[src/rtl/seq_div_pkg.sv]
// seq_div_pkg: shared definitions for the sequential signed divider.
//   state_t : divider FSM states (IDLE, ITER, FIX, DONE)
//   N_DEF   : default divisor/remainder width
//   DIV_LAT : start-to-valid latency at N_DEF for a full (iterating) divide
package seq_div_pkg;

    typedef enum logic [1:0] {
        IDLE = 2'd0,
        ITER = 2'd1,
        FIX  = 2'd2,
        DONE = 2'd3
    } state_t;

    localparam int N_DEF   = 4;
    localparam int DIV_LAT = 2 * N_DEF + 2;

endpackage

[src/rtl/div_abs.sv]
// div_abs: combinational two's-complement magnitude.
//   a   : W-bit signed input
//   mag : W+1-bit unsigned magnitude (one extra bit so |most negative| fits)
module div_abs #(
    parameter int W = 8
) (
    input  logic [W-1:0] a,
    output logic [W:0]   mag
);

    logic [W:0] ext;

    always_comb begin
        ext = {a[W-1], a};
        mag = a[W-1] ? ((W+1)'(0) - ext) : ext;
    end

endmodule

[src/rtl/seq_signed_div.sv]
// seq_signed_div: multi-cycle signed divider, restoring division on
// magnitudes (one quotient bit per clock) followed by sign correction.
//   clk   : clock, rising edge
//   rst   : synchronous reset, active-low
//   start : request, accepted only in IDLE or DONE
//   Z     : 2N-bit signed dividend
//   Y     : N-bit signed divisor
//   valid : result ready, held until the next accepted start
//   Q     : 2N-bit signed quotient, truncated toward zero
//   R     : N-bit signed remainder, sign follows Z
//   dz    : divide-by-zero flag (qualified by valid)
//   ovf   : quotient overflow flag, -2^(2N-1) / -1 (qualified by valid)
// Optional: define SEQ_DIV_EARLY_EXIT_EN to skip iteration when |Z| < |Y|.
module seq_signed_div
    import seq_div_pkg::*;
#(
    parameter int N = N_DEF
) (
    input  logic           clk,
    input  logic           rst,
    input  logic           start,
    input  logic [2*N-1:0] Z,
    input  logic [N-1:0]   Y,
    output logic           valid,
    output logic [2*N-1:0] Q,
    output logic [N-1:0]   R,
    output logic           dz,
    output logic           ovf
);

    localparam int CW = $clog2(2 * N);

    state_t         state;
    logic [CW-1:0]  cnt;
    logic           zs, ys, dzr, ovfr;
    logic [2*N-1:0] zsh;      // dividend magnitude, consumed MSB first
    logic [2*N-1:0] quo;      // quotient magnitude
    logic [N:0]     ymag;
    logic [N-1:0]   rem;      // partial remainder, always < |Y|
    logic [N-1:0]   zlow;     // Z[N-1:0], the remainder for divide-by-zero

    logic [2*N:0]   zabs;
    logic [N:0]     yabs;
    logic [N:0]     shifted;
    logic           ge;
    logic           zmin_ym1;

    div_abs #(.W(2*N)) u_zabs (.a(Z), .mag(zabs));
    div_abs #(.W(N))   u_yabs (.a(Y), .mag(yabs));

    always_comb begin
        shifted  = {rem, zsh[2*N-1]};
        ge       = (shifted >= ymag);
        // Only -2^(2N-1) has that magnitude, and only -1 has magnitude 1 with sign set
        zmin_ym1 = Y[N-1] && (yabs == (N+1)'(1))
                   && (zabs == ((2*N+1)'(1) << (2*N-1)));
    end

    always_ff @(posedge clk) begin
        if (!rst) begin
            state <= IDLE;
            cnt   <= '0;
            valid <= 1'b0;
            Q     <= '0;
            R     <= '0;
            dz    <= 1'b0;
            ovf   <= 1'b0;
            zs    <= 1'b0;
            ys    <= 1'b0;
            dzr   <= 1'b0;
            ovfr  <= 1'b0;
            zsh   <= '0;
            quo   <= '0;
            ymag  <= '0;
            rem   <= '0;
            zlow  <= '0;
        end else begin
            case (state)
                IDLE, DONE: begin
                    if (start) begin
                        valid <= 1'b0;
                        zs    <= Z[2*N-1];
                        ys    <= Y[N-1];
                        zsh   <= zabs[2*N-1:0];
                        ymag  <= yabs;
                        rem   <= '0;
                        quo   <= '0;
                        zlow  <= Z[N-1:0];
                        dzr   <= (Y == '0);
                        ovfr  <= zmin_ym1;
                        cnt   <= CW'(2*N-1);
                        if (Y == '0) begin
                            state <= FIX;
`ifdef SEQ_DIV_EARLY_EXIT_EN
                        end else if (zabs < {{N{1'b0}}, yabs}) begin
                            // Quotient is 0 and |Z| is the remainder; FIX restores the sign
                            rem   <= zabs[N-1:0];
                            state <= FIX;
`endif
                        end else begin
                            state <= ITER;
                        end
                    end else if (state == DONE) begin
                        valid <= 1'b1;
                    end
                end

                ITER: begin
                    zsh <= zsh << 1;
                    if (ge) begin
                        rem <= N'(shifted - ymag);
                        quo <= {quo[2*N-2:0], 1'b1};
                    end else begin
                        rem <= shifted[N-1:0];
                        quo <= {quo[2*N-2:0], 1'b0};
                    end
                    if (cnt == '0) begin
                        state <= FIX;
                    end else begin
                        cnt <= cnt - CW'(1);
                    end
                end

                FIX: begin
                    if (dzr) begin
                        Q   <= '1;
                        R   <= zlow;
                        dz  <= 1'b1;
                        ovf <= 1'b0;
                    end else begin
                        Q   <= (zs ^ ys) ? -quo : quo;
                        R   <= zs ? -rem : rem;
                        dz  <= 1'b0;
                        ovf <= ovfr;
                    end
                    state <= DONE;
                end

                default: state <= IDLE;
            endcase
        end
    end

endmodule
[config.mk]
export PLATFORM = sky130hd
export DESIGN_NAME = seq_signed_div
export DESIGN_NICKNAME = d
export VERILOG_FILES = /design/src/rtl/seq_div_pkg.sv /design/src/rtl/div_abs.sv /design/src/rtl/seq_signed_div.sv
export SDC_FILE = /design/constraint.sdc
export NUM_CORES = 1
export LEC_CHECK = 0
export ABC_AREA = 1
export BUFFER_PORTS_ARGS = -buffer_cell sky130_fd_sc_hd__buf_2
export CAP_MARGIN = 20
export CORE_MARGIN = 2
export CORE_UTILIZATION = 25
export DETAILED_ROUTE_END_ITERATION = 7
export PLACE_DENSITY = 0.48
export REMOVE_ABC_BUFFERS = 1
export SYNTH_ARGS = -nofsm -noshare
export SYNTH_HDL_FRONTEND = slang
export SYNTH_HIERARCHICAL = 1
export SYNTH_SLANG_ARGS = --single-unit
[constraint.sdc]
create_clock -name clk -period 3.7 [get_ports clk]
set_input_delay 0.74 -clock clk [delete_from_list [all_inputs] [get_ports clk]]
set_output_delay 0.74 -clock clk [all_outputs]
set_load 0.01 [all_outputs]
; ---- After elaboration in Yosys (flattened, before gate mapping)
; Cells that the tools add are included.
[word_totals]
ff_bits = 53
out_inout_bits = 15
in_bits = 15
[op_classes]
eq_ne = 8
bitwise = 1
n_mux = 25
magnitude_cmp = 1
reduce_logical = 13
addsub = 6
[ops]
columns = operator, count
row1 = $mux W8, 4
row2 = $pmux W8 S2, 2
row3 = $mux W4, 4
row4 = $eq A9 B8 Y1 const B, 1
row5 = $mux W9, 1
row6 = $sub A1 B8 Y9 const A, 1
row7 = $neg A8 Y8, 1
row8 = $pmux W4 S2, 1
row9 = $reduce_and A2 Y1, 4
row10 = $mux W2, 3
row11 = $mux W3, 2
row12 = $ne A2 B2 Y1 const B, 3
row13 = $pmux W2 S3, 1
row14 = $pmux W3 S2, 1
row15 = $eq A5 B1 Y1 const B, 1
row16 = $ge A5 B5 Y1, 1
row17 = $mux W1, 5
row18 = $mux W5, 1
row19 = $sub A1 B4 Y5 const A, 1
row20 = $eq A2 B2 Y1 const B, 2
row21 = $logic_not A4 Y1, 1
row22 = $neg A4 Y4, 1
row23 = $reduce_bool A2 Y1, 2
row24 = $sub A4 B4 Y4, 1
row25 = other kinds (8), 9

; ---- Logic depth before layout (Yosys ltp)
[logic_depth]
word_depth = 5
mapped_depth = 12

; ---- Hierarchy
; The synthesis kept the hierarchy.
[modules_own_cells]
columns = mod, seq_area_each_um2, area_each_um2, n_inst, cells_per_inst
row1 = seq_signed_div, 1061.0, 2583.7, 1, 357
row2 = div_abs at u_zabs, 0.0, 205.2, 1, 41
row3 = div_abs at u_yabs, 0.0, 88.8, 1, 17

; ---- Worst setup path after synthesis
; No wires, ideal clock.
[synth_path]
path_kind = input-to-reg
startpoint = input Z[0]
endpoint = register ovfr
cell_stages = 10
slack_ns = 1.802
setup_time_ns = 0.060
n_path_buf = 0
t_arrival_ns = 1.838
required_time_ns = 3.640
path_cell_list = inv_1 ha_1 nand2_1 nand2_1 nand2_1 nand2_1 or2_2 nor4_1 nand4_1 nand2_1
[synth_between]
elab_chain_len = 4
[synth_rtl]
columns = element, line_no
row1 = start: declaration, seq_signed_div.sv:22  ; input logic [2*N-1:0] Z,
row2 = $sub A1 B8 Y9, div_abs.sv:15  ; mag = a[W-1] ? ((W+1)'(0) - ext) : ext;
row3 = $mux W9, div_abs.sv:15
row4 = named net zabs[4], seq_signed_div.sv:42  ; logic [2*N:0] zabs;
row5 = $eq A9 B8 Y1, seq_signed_div.sv:56  ; && (zabs == ((2*N+1)'(1) << (2*N-1)));
row6 = $logic_and A1 B1 Y1, seq_signed_div.sv:56
row7 = end signal: assignment, seq_signed_div.sv:90  ; ovfr <= zmin_ym1;
row8 = end: declaration, seq_signed_div.sv:35  ; logic zs, ys, dzr, ovfr;
; The timed path passes the listed nets, and every way through them passes these cells.
; A chain may end at the register's enable or synchronous reset.

; ---- Final worst setup path
[layout_path]
startpoint = register state[0]
endpoint = register R[1]
[layout_between]
elab_chain_len = 1
[layout_rtl]
columns = element, line_no
row1 = start: declaration, seq_signed_div.sv:33  ; state_t state;
row2 = start signal: assignment, seq_signed_div.sv:61  ; state <= IDLE;
row3 = start signal: assignment, seq_signed_div.sv:93  ; state <= FIX;
row4 = start signal: assignment, seq_signed_div.sv:101  ; state <= ITER;
row5 = $eq A2 B2 Y1, seq_signed_div.sv:78  ; case (state)
row6 = end signal: assignment, seq_signed_div.sv:127  ; R <= zlow;
row7 = end signal: assignment, seq_signed_div.sv:132  ; R <= zs ? -rem : rem;
row8 = end: declaration, seq_signed_div.sv:26  ; output logic [N-1:0] R,
; Every way passes these cells.

==> flow_summary.toml <==
[routing]
totalWireLength_mm = 6.74
drc = 0
vias_per_cell = 4.52
ant_nets = 0
via_count = 2606
firstDrtPassIters = 6
dr.first_iter.drc_count = 139
wire_per_inst_um = 11.7

[synth]
yosys_warnings = 6
seq_area_frac_synth_pct = 36.9
synth_ff_type = "dfxtp_1"
synth.distinct_cells = 35
postSynthCellCount = 415
synth.top_cell.area_share_pct = 36.9
ys_async_sr_fraction_pct = 0
synth-edff-count = 0
synth_seq_cells = 53
syn_area_per_cell_sq_um = 6.93
synthTopCellsByArea = "dfxtp_1 (37%), nand2_1 (13%), inv_1 (7.2%)"
yosysTopAreaCell = "dfxtp_1"
synth_area_sq_mm = 0.00288

[die]
pin_count = 30
rows = 39
start_util_pct = 25.4
die_area_sq_mm = 0.0124
coreArea_sq_mm = 0.0113
die-width_um = 111
die_y_um = 111

[layout]
drive_gt1_share_pct = 11.8
diodes = 0
final_nets = 463
fill_cells = 1293
syn2layout_area_growth_pct = 12.5

[cts]
cts_tree = "yes"
cts.htree.levels = 2
clk_latency_ns = 0.29
ctsResizeCount = 0
cts.clk_slew.worst_paths_ns = 0.07
cts_buffers = 5
clock-sinks = 53
clock_path_buffers = 2
cts_hold_buf = 0
post-cts-setup-buffers = 0
clockRootBuffer = "clkbuf_16"

[timing]
hold_violations = 0
rsz0062_at_grt = "no"
setup_viol_count_final = 0
max_slew_margin_pct = 43.0
min_period_ns = 2.30
fin_tns_setup_ns = 0
setup_ws_ns = 1.40
worst_pin_slew_ns = 0.852
fmax_mhz = 435
drv_slew = 0
skew_ns = 0.00252
finalCritPeriodShare_pct = 62.2

[placed_design]
io_buffers = 29
place_ws_ns = 1.42
place_hpwl_mm = 5.07
gp_congestion = 0.781

[pwr]
cell_internal_pwr_uw = 1400
power_frac_clock_pct = 19.1
vdd_drop_max_mv = 0.201
seqPwrFrac_pct = 34.4
power.leakage_uw = 0.00143
switching_share_pct = 42.9
p_sw_uw = 1050
power.share.combinational_pct = 46.4
p_per_area_mw_per_mm2 = 756

[critical_path]
startpoint = "state[0]"
cp_slowest_stage_delay_ns = 0.69
rr_startpoint = "state[0]"
worstPathCellList = "inv_1 > ha_1 > inv_1 > nor2_1 > o21ai_0 > a21oi_1 > nor2_1 > nor2_1"
crit_family = "simple AND/OR/NAND/NOR gates"
cp_max_fo = 13
worst_setup_path_end_kind = "register"
crit_arrival_ns = 2.53
path_common_cell = "nor2_1"
path_buf_inv = 2
crit_slowest_cell = "nor2_1"
cp.required_ns = 3.92
worstRegToRegCells = 8
crit_path_start_kind = "register"
cp_num_cells = 8
path_class = "register to register"

[run]
maxCapViolCount = 0

[global_route]
grt_max_degree = 35
grt_pass1_vias = 2480
grt_overflow = 0
grt_pass1_wl_mm = 11.6
antenna_found_initial = 0
grt_usage_pct = 11.3

[hold_path]
min-delay-start = "cnt[0]"
whs_path_depth = 1
holdCritPathClass = "register to register"

[run_status]
outcome = "complete, no violations"
-- final cells by class --
class                           count  area [sq um]  share of cell area [%]
Clock buffer                        7           143                    4.40
Timing Repair Buffer               30           153                    4.71
Sequential cell                    53          1060                    32.8
Inverter                           60           225                    6.96
Multi-Input combinational cell    283          1480                    45.6
Tap cell                          143           179                    5.53
-- stage by stage --
| step | hold WS (ns) | area [sq um] | power (uW) | instances | util (%) |
|---|---|---|---|---|---|
| detailed placement | 0.450 | 3100 | 2000 | 569 | 27.3 |
| CTS | 0.464 | 3240 | 2480 | 576 | 28.6 |
| global placement | 0.450 | 3100 | 1990 | 569 | 27.3 |
| floorplan | 0.424 | 2760 | 1700 | 396 | - |
| finish | 0.467 | 3240 | 2450 | 576 | 28.6 |
| global route | 0.490 | 3240 | 2700 | 576 | 28.6 |
-- per-layer routing --
layer	GRT usage [%]	wire (um)	vias up
met5	0	0	-
met3	2.79	326	5
li1	-	-	1377
met2	17.6	2790	62
met4	2.96	68	0
met1	15.8	3550	1162
-- registers in the layout, summed over array words and instances (netlist names), 2 cells and up --
name,flops
quo,8
cnt,3
Q,8
ymag,5
zsh,8
rem,4
zlow,4
state,2
R,4
-- layout by cell type, fill, tap and decap left out, drive strengths merged --
cell type    n
nand4        5
nor4         2
or2          4
fa           1
nand2      100
o21ai       43
nor3b        1
dfxtp       53
a21oi       31
ha          14
xor2         2
clkbuf       7
buf         30
conb         2
a31oi       15
inv         60
nor2        25
o211ai       3
o21a         2
o22ai        1
nand3b       2
nand3       27
nor3         3
-- cells in the mapped netlist (2+ instances only) --
master    instances
nand3b_1          2
conb_1            2
nor3_1            2
clkbuf_1          8
o21ai_2           2
buf_6             3
o211ai_1          3
o21ai_1           2
nand4_1           5
nand2_2           3
nand2_1          97
or2_1             2
ha_1             14
dfxtp_1          53
inv_1            55
nor2_1           24
buf_2             4
nand3_1          26
nor4_1            2
o21ai_0          38
o21a_1            2
a21oi_1          31
a31oi_1          15
inv_2             5
buf_4             4
xor2_1            2
-- power groups by stage --
stage          Sequential [uW]  Combinational, uW  Clock, uW
2_1_floorplan              853                844          0
3_3_place_gp               855               1140          0
3_5_place_dp               857               1140          0
4_1_cts                    845               1150        484
5_1_grt                    871               1320        510
6_report                   843               1140        468
-- worst paths after layout --
check	end	slack, ns
setup / recovery	R[1]	1.40
hold / removal	cnt[0]	0.47
hold reg to reg	cnt[0]	0.47
setup reg to reg	R[1]	1.40
-- worst register-to-register path, delay by kind of cell (launching register included) --
family | cells | cell delay, ns
and+or+nand+nor | 3 | 0.81
AOI/OAI and AO/OA | 2 | 0.38
DFF | 1 | 0.33
adders and majority gates | 1 | 0.41
buffers and inverters | 2 | 0.29
-- cells by family (layout without fill, tap and decap cells) --
kind of cell | count (synthesis) | count (layout) | share of synthesized area (%)
AND/OR/NAND/NOR | 169 | 169 | 25.4
buffers and inverters | 79 | 97 | 11.8
flip-flops | 53 | 53 | 36.9
AO/OA/AOI/OAI | 95 | 95 | 18.3
other | 2 | 2 | 0.261
adder cells (fa/ha/maj) | 15 | 15 | 6.78
XOR/XNOR | 2 | 2 | 0.609
(Power assumes the default switching activity.)
